## src/rtl/riscv_pkg.sv

```systemverilog
// Shared RISC-V front-end definitions: default widths, canonical NOP and the
// fetch buffer entry layout used between IF and ID.
package riscv_pkg;

  localparam int XLEN        = 32;
  localparam int INSTR_WIDTH = 32;

  localparam logic [INSTR_WIDTH-1:0] INSTR_NOP = 32'h0000_0013;

  typedef struct packed {
    logic [XLEN-1:0]        pc;
    logic [INSTR_WIDTH-1:0] instr;
  } fetch_entry_t;

  // Parity over a fetch word, available for a protected buffer variant.
  function automatic logic instr_parity(input logic [INSTR_WIDTH-1:0] instr);
    return ^instr;
  endfunction

endpackage

```

## src/rtl/if_fetch_fifo.sv

```systemverilog
// Small synchronous FIFO with flush; head is read straight from the storage
// registers so a push becomes visible at the output on the following cycle.
module if_fetch_fifo_chk (
  input logic i_clk,
  input logic i_reset_n,
  input logic i_push,
  input logic i_pop,
  input logic i_flush,
  input logic i_full
);

  a_no_overflow: assert property (@(posedge i_clk) disable iff (!i_reset_n)
    !(i_push && i_full && !i_pop && !i_flush));

endmodule

module if_fetch_fifo #(
  parameter int WIDTH = 32,
  parameter int DEPTH = 4,
  localparam int AW   = $clog2(DEPTH),
  localparam int CW   = AW + 1
) (
  input  logic             i_clk,
  input  logic             i_reset_n,
  input  logic             i_push,
  input  logic [WIDTH-1:0] i_push_data,
  input  logic             i_pop,
  input  logic             i_flush,
  output logic [WIDTH-1:0] o_head,
  output logic [CW-1:0]    o_count,
  output logic             o_full,
  output logic             o_empty
);

  logic [WIDTH-1:0] mem_r [DEPTH];
  logic [AW-1:0]    wr_ptr_r;
  logic [AW-1:0]    rd_ptr_r;
  logic [CW-1:0]    count_r;
  logic             do_push_s;
  logic             do_pop_s;

  assign o_full    = (count_r == CW'(DEPTH));
  assign o_empty   = (count_r == CW'(0));
  assign o_count   = count_r;
  assign o_head    = mem_r[rd_ptr_r];
  assign do_pop_s  = i_pop && !o_empty && !i_flush;
  assign do_push_s = i_push && (!o_full || do_pop_s) && !i_flush && i_reset_n;

  // Pointer and occupancy tracking; flush empties the queue in one cycle.
  always_ff @(posedge i_clk) begin
    if (!i_reset_n || i_flush) begin
      wr_ptr_r <= AW'(0);
      rd_ptr_r <= AW'(0);
      count_r  <= CW'(0);
    end else begin
      if (do_push_s) wr_ptr_r <= wr_ptr_r + AW'(1);
      if (do_pop_s)  rd_ptr_r <= rd_ptr_r + AW'(1);
      case ({do_push_s, do_pop_s})
        2'b10:   count_r <= count_r + CW'(1);
        2'b01:   count_r <= count_r - CW'(1);
        default: count_r <= count_r;
      endcase
    end
  end

  // Storage write port.
  always_ff @(posedge i_clk) begin
    if (do_push_s) mem_r[wr_ptr_r] <= i_push_data;
  end

  if_fetch_fifo_chk u_chk (
    .i_clk     (i_clk),
    .i_reset_n (i_reset_n),
    .i_push    (i_push),
    .i_pop     (i_pop),
    .i_flush   (i_flush),
    .i_full    (o_full)
  );

endmodule

```

## src/rtl/if_fetch_unit.sv

```systemverilog
// Decoupled instruction fetch: owns the PC, issues in-order memory requests,
// buffers returned words with their PC and hands them to ID over valid/ready.
module if_fetch_unit
  import riscv_pkg::*;
#(
  parameter int             XLEN        = riscv_pkg::XLEN,
  parameter int             INSTR_WIDTH = riscv_pkg::INSTR_WIDTH,
  parameter int             FETCH_DEPTH = 4,
  parameter logic [XLEN-1:0] RESET_PC   = '0,
  localparam int            CW          = $clog2(FETCH_DEPTH) + 1
) (
  input  logic                   i_clk,
  input  logic                   i_reset_n,
  input  logic                   i_redirect_valid,
  input  logic [XLEN-1:0]        i_redirect_pc,
  output logic                   o_imem_req_valid,
  input  logic                   i_imem_req_ready,
  output logic [XLEN-1:0]        o_imem_req_addr,
  input  logic                   i_imem_rsp_valid,
  input  logic [INSTR_WIDTH-1:0] i_imem_rsp_data,
  output logic                   o_IF_valid,
  input  logic                   i_ID_ready,
  output logic [INSTR_WIDTH-1:0] o_IF_instr,
  output logic [XLEN-1:0]        o_IF_program_cntr,
  output logic [XLEN-1:0]        o_IF_program_cntr_next
);

  typedef struct packed {
    logic [XLEN-1:0]        pc;
    logic [INSTR_WIDTH-1:0] instr;
  } entry_t;

  logic [XLEN-1:0] pc_r;
  logic [CW-1:0]   drop_r;
  logic [CW-1:0]   inflight_s;
  logic [CW-1:0]   buf_count_s;
  logic [CW:0]     occupancy_s;
  logic [XLEN-1:0] tag_head_s;
  logic [XLEN-1:0] redirect_target_s;
  logic            tag_full_s;
  logic            tag_empty_s;
  logic            buf_full_s;
  logic            buf_empty_s;
  logic            accept_s;
  logic            rsp_ok_s;
  logic            buf_push_s;
  logic            buf_pop_s;
  entry_t          push_entry_s;
  entry_t          head_s;

  // Credits cover both outstanding requests and buffered words so the buffer can never overflow.
  assign occupancy_s       = {1'b0, inflight_s} + {1'b0, buf_count_s};
  assign o_imem_req_valid  = i_reset_n && !i_redirect_valid && !tag_full_s && !buf_full_s
                             && (occupancy_s < (CW+1)'(FETCH_DEPTH));
  assign o_imem_req_addr   = pc_r;
  assign accept_s          = o_imem_req_valid && i_imem_req_ready;
  assign rsp_ok_s          = i_imem_rsp_valid && !tag_empty_s;
  assign buf_push_s        = rsp_ok_s && (drop_r == CW'(0)) && !i_redirect_valid;
  assign buf_pop_s         = o_IF_valid && i_ID_ready;
  assign push_entry_s      = '{pc: tag_head_s, instr: i_imem_rsp_data};
  assign redirect_target_s = i_redirect_pc & {{(XLEN-2){1'b1}}, 2'b00};

  assign o_IF_valid             = !buf_empty_s;
  assign o_IF_instr             = o_IF_valid ? head_s.instr : '0;
  assign o_IF_program_cntr      = o_IF_valid ? head_s.pc : '0;
  assign o_IF_program_cntr_next = o_IF_valid ? (head_s.pc + XLEN'(4)) : '0;

  if_fetch_fifo #(.WIDTH(XLEN), .DEPTH(FETCH_DEPTH)) u_tag_q (
    .i_clk       (i_clk),
    .i_reset_n   (i_reset_n),
    .i_push      (accept_s),
    .i_push_data (pc_r),
    .i_pop       (rsp_ok_s),
    .i_flush     (1'b0),
    .o_head      (tag_head_s),
    .o_count     (inflight_s),
    .o_full      (tag_full_s),
    .o_empty     (tag_empty_s)
  );

  if_fetch_fifo #(.WIDTH(XLEN + INSTR_WIDTH), .DEPTH(FETCH_DEPTH)) u_rsp_q (
    .i_clk       (i_clk),
    .i_reset_n   (i_reset_n),
    .i_push      (buf_push_s),
    .i_push_data (push_entry_s),
    .i_pop       (buf_pop_s),
    .i_flush     (i_redirect_valid),
    .o_head      (head_s),
    .o_count     (buf_count_s),
    .o_full      (buf_full_s),
    .o_empty     (buf_empty_s)
  );

  // PC advance; a redirect overrides any sequential step.
  always_ff @(posedge i_clk) begin
    if (!i_reset_n) begin
      pc_r <= RESET_PC;
    end else if (i_redirect_valid) begin
      pc_r <= redirect_target_s;
    end else if (accept_s) begin
      pc_r <= pc_r + XLEN'(4);
    end
  end

  // Stale-response counter: everything still in flight at a redirect is discarded on return.
  always_ff @(posedge i_clk) begin
    if (!i_reset_n) begin
      drop_r <= CW'(0);
    end else if (i_redirect_valid) begin
      drop_r <= inflight_s - CW'(rsp_ok_s);
    end else if (rsp_ok_s && (drop_r != CW'(0))) begin
      drop_r <= drop_r - CW'(1);
    end
  end

endmodule

```

## config.mk

```make
export PLATFORM = sky130hd
export DESIGN_NAME = if_fetch_unit
export DESIGN_NICKNAME = d
export VERILOG_FILES = /design/src/rtl/riscv_pkg.sv /design/src/rtl/if_fetch_fifo.sv /design/src/rtl/if_fetch_unit.sv
export SDC_FILE = /design/constraint.sdc
export NUM_CORES = 1
export LEC_CHECK = 0
export ABC_AREA = 1
export BUFFER_PORTS_ARGS = -buffer_cell sky130_fd_sc_hd__buf_2
export CORE_ASPECT_RATIO = 0.7
export CORE_MARGIN = 5
export CORE_UTILIZATION = 37
export DETAILED_ROUTE_END_ITERATION = 10
export GPL_ROUTABILITY_DRIVEN = 0
export GPL_TIMING_DRIVEN = 0
export SYNTH_ARGS = -nofsm -noshare
export SYNTH_HDL_FRONTEND = slang
export SYNTH_SLANG_ARGS = --single-unit
export TNS_END_PERCENT = 100
```

## constraint.sdc

```tcl
create_clock -name i_clk -period 10.4 [get_ports i_clk]
set_input_delay 1.04 -clock i_clk [delete_from_list [all_inputs] [get_ports i_clk]]
set_output_delay 1.04 -clock i_clk [all_outputs]
set_load 0.01 [all_outputs]
```

==> metrics.md, run 1 <==
| Metric | Value |
|---|---|
| Worst setup endpoint | `o_IF_program_cntr[18]` |
| Post-synth EDFFs | `368` |
| Clk buf depth | `3` |
| CTS buffer count | `42` |
| Final Cell Area | `22,300 um^2` |
| Finish-stage setup viols | `0` |
| Crit end category | `output port` |
| Die width | `280 um` |
| Dpl cells | `2,797` |
| Fmax | `213 MHz` |
| # diodes | `0` |
| Final wirelength | `54.4 mm` |
| Area Overhead vs Synth | `18.1%` |
| Syn_area_per_cell | `9.86 um^2` |
| Final Max Tran Viols | `0` |
| Final hold vios | `0` |
| Worst clock skew | `0.0170 ns` |
| Pwr per Cell Area | `162 nW/um^2` |
| Area share of fa/ha/maj cells after synthesis | `1.40%` |
| RSZ-0062 raised after global routing | `no` |
| Global-route wire length before repair | `83.0 mm` |
| Synth async-reset ratio | `0%` |
| Max-Cap Viols | `0` |
| Setup bufs post-CTS | `0` |
| Initial antenna violation count | `0` |
| Post-Syn Instances | `1,917` |
| Met1 WL | `24.5 mm` |
| Clock sink count | `419` |
| Core ar. | `50,700 um^2` |
| Most frequent cells in the layout | `nand2_1 (457), edfxtp_1 (368), nor2_1 (337)` |
| Met3 routed WL | `4.70 mm` |
| DRC | `0` |
| Class of the most critical setup path | `flop to output port` |
| Final #Nets | `2,257` |
| H-tree level count | `2` |
| R2R cell count | `12` |
| CP arrival | `3.65 ns` |
| IO Pins | `200` |
| Initial core utilization | `37.3%` |
| All-layer global routing usage | `19.1%` |
| Outcome | `complete, no violations` |
| Max FO, Critical Path | `10` |
| FILL cells | `4,757` |
| Largest net degree at the start of global routing | `31` |
| Dpl hpwl | `38.6 mm` |
| Slew HR | `37.0%` |
| Routed vias/inst | `5.09` |
| Multi-input gate area | `6010 um^2` |
| Die Area | `55,800 um^2` |
| Reg2Reg Setup Slack | `7.17 ns` |
| Startpoint Class | `flop` |
| Chip Height | `199 um` |
| Final min period | `4.69 ns` |
| Sum Neg Setup Slack | `0 ns` |
| Clock slew at reported path FFs | `0.06 ns` |
| Vias in the first global route | `14.2k` |
| Share of cells above drive strength 1 | `15.9%` |
| Root Driver | `clkbuf_16` |
| Routed Antenna Nets | `0` |
| Clock Latency Late Sink | `0.55 ns` |
| Commonest non-fill, non-tap cell in the layout | `nand2_1` |
| Cell variety after synth | `38` |
| Period utilisation layout | `45.1%` |
| Grt ovf | `0` |
| CTS tree | `done` |
| Area occupied by registers | `12,100 um^2` |
| Synth warnings | `0` |
| #FFs+latches synth | `419` |
| Pre-antenna DRT Iters | `6` |
| Cts hold-fix bufs | `0` |
| Largest family of logic cells by synthesized area | `simple AND/OR/NAND/NOR gates` |
| Slew at the pin with the worst max-slew slack | `0.943 ns` |
| Compound-Gate Fraction of Synth Area | `8.20%` |
| CP startpoint | `u_rsp_q.o_count[0]` |
| Critical Path RT | `9.36 ns` |
| Critical R2R Capture | `u_rsp_q.o_count[2]` |
| Post-CTS Resized | `0` |
| Worst r2r src | `u_rsp_q.o_count[0]` |
| Area share of xor/xnor cells in the synthesized design | `1.02%` |
| DR iter-0 viols | `1,389` |
| Post-synthesis mux area share | `0%` |
| Worst IR Drop VDD | `0.0000965 V` |
| Routed len/inst | `18.9 um` |
| WL met2 | `24.3 mm` |
| DR vias | `14.6k` |
| Leak pwr | `8.73 nW` |
| Simple-Gate Fraction of Synth Area | `20.7%` |
| Final core utilization | `44.0%` |
| DR top layer | `met4` |
| Worst min path class | `flop to flop` |
| IO Port Bufs | `190` |
| Post-Synthesis Cell Area | `18,900 um^2` |
| Register area share after synthesis | `63.9%` |
| # rows | `69` |
| Primary FF master, synth | `edfxtp_1` |
| Placed Instance Area | `21,000 um^2` |
| Non-Filler Instances | `2,873` |
==> logic make-up after synthesis <==
logic type | count (synthesis)
AO/OA/AOI/OAI | 293
other | 1
flip-flops | 419
AND/OR/NAND/NOR | 959
adder cells (fa/ha/maj) | 20
buffers and inverters | 203
XOR/XNOR | 22
==> layout make-up <==
class                   instances  area share, %
flip-flops and latches        419           54.1
multi-input cells            1300           26.9
clock inverters                16          0.510
well taps                     674           3.78
repair buffers                201           5.35
inverters                     110           1.87
clock buffers                  60           5.34
plain buffers                  93           2.16
==> Yosys cell counts (2+ instances only) <==
| library cell | instances | share of area [%] |
|---|---|---|
| xor2_1 | 18 | 0.83 |
| o211ai_1 | 5 | 0.20 |
| buf_1 | 16 | 0.32 |
| clkbuf_1 | 37 | 0.73 |
| nand3_1 | 98 | 2.6 |
| nor2_2 | 13 | 0.43 |
| nor3_1 | 14 | 0.37 |
| buf_6 | 8 | 0.48 |
| edfxtp_1 | 368 | 58 |
| fa_1 | 2 | 0.21 |
| nor2_4 | 6 | 0.36 |
| buf_4 | 13 | 0.52 |
| o21ai_0 | 164 | 4.3 |
| nand2_2 | 10 | 0.33 |
| dfxtp_1 | 51 | 5.4 |
| xnor2_1 | 4 | 0.19 |
| nand2_1 | 457 | 9.1 |
| a21oi_1 | 80 | 2.1 |
| ha_1 | 18 | 1.2 |
| o21ai_1 | 2 | 0.053 |
| a31oi_1 | 7 | 0.23 |
| nor2_1 | 345 | 6.9 |
| nand4_1 | 12 | 0.40 |
| buf_2 | 19 | 0.50 |
| o22ai_1 | 30 | 0.99 |
| inv_1 | 103 | 2.0 |
| inv_2 | 6 | 0.12 |
==> state kept, by name, indices dropped and copies added (netlist names), named ones only <==
signal / cells
drop_r: 3
o_imem_req_addr: 30
u_rsp_q.mem_r: 248
u_rsp_q.o_count: 3
u_rsp_q.rd_ptr_r: 2
u_rsp_q.wr_ptr_r: 2
u_tag_q.mem_r: 120
u_tag_q.o_count: 3
u_tag_q.rd_ptr_r: 2
u_tag_q.wr_ptr_r: 2
==> per-stage QoR <==
| stage | setup WS, ns | hold slack [ns] | power, W |
|---|---|---|---|
| after floorplan | 5.52 | 0.436 | 0.00209 |
| after global placement | 2.78 | 0.454 | 0.00220 |
| after detailed placement | 6.29 | 0.465 | 0.00221 |
| after CTS | 5.68 | 0.478 | 0.00365 |
| after global routing | 5.48 | 0.503 | 0.00375 |
| final | 5.71 | 0.475 | 0.00362 |
==> worst min-delay path by stage <==
stage | to | depth (start not counted) | startpoint
finish | u_tag_q.rd_ptr_r[0] | 1 | u_tag_q.rd_ptr_r[0]
global route | u_tag_q.rd_ptr_r[0] | 1 | u_tag_q.rd_ptr_r[0]
detailed placement | u_tag_q.rd_ptr_r[0] | 1 | u_tag_q.rd_ptr_r[0]
floorplan | flop | 2 | u_rsp_q.rd_ptr_r[1]
CTS | u_tag_q.rd_ptr_r[0] | 1 | u_tag_q.rd_ptr_r[0]
global placement | u_tag_q.rd_ptr_r[0] | 1 | u_tag_q.rd_ptr_r[0]
==> where the power goes <==
part | total, W | switching (W) | internal (W)
sequential | 0.00191 | 0.0000320 | 0.00188
combinational | 0.000257 | 0.000182 | 0.0000757
clock | 0.00145 | 0.000624 | 0.000823
==> routing by layer <==
layer	GRT usage [%]	vias up
met5	0	-
met4	3.62	0
met3	3.73	72
met2	30.2	553
met1	28.0	7006
li1	-	6988
==> worst max-delay path: stages (launching register included) <==
cell,delay [ns]
dfxtp_1,0.29
inv_1,0.18
nand3_1,0.56
inv_1,0.46
clkbuf_1,0.50
clkbuf_1,0.60
nor2_1,0.27
buf_2,0.22
No activity file was read; power rests on OpenSTA's default activity.
==> inputs of run 2 (changes only) <==
==> constraint.sdc (replaced) <==
create_clock -name i_clk -period 3.8 [get_ports i_clk]
set_input_delay 0.38 -clock i_clk [delete_from_list [all_inputs] [get_ports i_clk]]
set_output_delay 0.38 -clock i_clk [all_outputs]
set_load 0.01 [all_outputs]
==> metrics.md, run 2 (same netlist as run 1, synthesis figures left out) <==
| Metric | Value |
|---|---|
| Outcome | `complete, no violations` |
| Final hold vios | `0` |
| FILL cells | `4,754` |
| Slew at the pin with the worst max-slew slack | `0.948 ns` |
| DRC | `0` |
| Final wirelength | `54.4 mm` |
| CTS tree | `done` |
| Multi-input gate area | `6030 um^2` |
| Commonest non-fill, non-tap cell in the layout | `nand2_1` |
| Period utilisation layout | `93.9%` |
| Max reg flops | `248` |
| Pre-antenna DRT Iters | `5` |
| Routed Antenna Nets | `0` |
| Fmax | `280 MHz` |
| Worst min path class | `input pin to flop` |
| Crit end category | `output port` |
| Max FO, Critical Path | `10` |
| Die Area | `55,800 um^2` |
| Setup ws final | `0.231 ns` |
| Final Max Tran Viols | `0` |
| CTS buffer count | `42` |
| CP arrival | `3.19 ns` |
| Clock slew at reported path FFs | `0.06 ns` |
| Routed vias/inst | `5.07` |
| Die width | `280 um` |
| Worst IR Drop VDD | `0.000262 V` |
| Area occupied by registers | `12,100 um^2` |
| Clk buf depth | `3` |
| Finish-stage setup viols | `0` |
| DR vias | `14.6k` |
| Chip Height | `199 um` |
| All-layer global routing usage | `19.1%` |
| H-tree level count | `2` |
| Most frequent cells in the layout | `nand2_1 (457), edfxtp_1 (368), nor2_1 (336)` |
| Grt ovf | `0` |
| Max-Cap Viols | `0` |
| Largest net degree at the start of global routing | `31` |
| Setup bufs post-CTS | `0` |
| Pwr per Cell Area | `443 nW/um^2` |
| Routed len/inst | `18.9 um` |
| Global-route wire length before repair | `83.0 mm` |
| Final #Nets | `2,257` |
| Clock Latency Late Sink | `0.55 ns` |
| Initial core utilization | `37.3%` |
| IO Port Bufs | `190` |
| Share of cells above drive strength 1 | `16.2%` |
| Leak pwr | `8.74 nW` |
| Final min period | `3.57 ns` |
| Critical Path RT | `3.42 ns` |
| Root Driver | `clkbuf_16` |
| Reg with most FFs | `u_rsp_q.mem_r` |
| Initial antenna violation count | `0` |
| Core ar. | `50,700 um^2` |
| Cts hold-fix bufs | `0` |
| Class of the most critical setup path | `flop to output port` |
| Worst slack at placement | `0.355 ns` |
| Dpl hpwl | `38.6 mm` |
| Vias in the first global route | `14.2k` |
| Final core utilization | `44.1%` |
| Area Overhead vs Synth | `18.3%` |
| # rows | `69` |
| # diodes | `0` |
| Worst clock skew | `0.0168 ns` |
| DR iter-0 viols | `1,381` |
| Startpoint Class | `flop` |
| IO Pins | `200` |
| Hold WS | `0.0544 ns` |
| Clock sink count | `419` |
| Slew HR | `36.6%` |
## run 2: cell types whose count changed in the layout (fill, tap and decap cells not counted), moves of 2 or more
cell,delta
clkbuf_1,-3
clkbuf_2,+3
nand3_1,-2
nand3_2,+2
## run 2: through the flow
step	TNS, ns	total power (W)	area [um^2]	std cells
after detailed placement	0	0.00604	21000	2797
after global routing	-0.00474	0.0103	22300	2873
after global placement	-836.96	0.00601	20700	2786
after CTS	0	0.00998	22300	2873
after floorplan	-104.90	0.00572	18900	1922
final	0	0.00990	22300	2873
## run 2: where the power goes
part	leakage, nW	internal [W]	switching [W]
registers	3.76	0.00515	0.0000879
logic	4.36	0.000207	0.000496
clock network	0.624	0.00225	0.00170
total	8.74	0.00761	0.00229
## run 2: timing repair
action                                  4_1_cts  5_1_grt
resized for setup                             5        4
endpoints found under the setup margin       39       10
pin swaps                                     0        0
## run 2: worst max-delay path, stage by stage (launching register included)
cell and delay [ns]:
dfxtp_2 0.42, buf_4 0.22, buf_4 0.22, o211ai_1 0.12
nand2_1 0.21, ha_1 0.22, nand3_1 0.14, nor2_1 0.19
nand3_2 0.20, o21ai_0 0.37, a21oi_1 0.16, buf_2 0.18
## run 2: worst paths after layout
kind	startpoint	endpoint	slack, ns	cells past startpoint
worst min-delay path	i_imem_rsp_data[0]	u_rsp_q.mem_r[3][0]	0.05	1
worst min register to register	u_tag_q.rd_ptr_r[0]	u_tag_q.rd_ptr_r[0]	0.47	1
worst max register to register	u_tag_q.o_count[1]	u_tag_q.o_count[2]	0.64	13
worst max-delay path	flop	o_IF_program_cntr_next[10]	0.23	11
## run 2: final cells by class
class                      count  area share, %
clock buffer                  60           5.33
inverter                     110           1.87
buffer                        93           2.17
tap                          674           3.77
timing repair buffer         201           5.34
multi-input combinational   1300           27.0
sequential                   419           54.0
clock inverter                16          0.509
## run 2: per-layer routing
metal | GRT usage [%] | wire length [um]
met1 | 28.0 | 24600
met2 | 30.2 | 24400
met3 | 3.73 | 4410
met4 | 3.62 | 932
met5 | 0 | 0
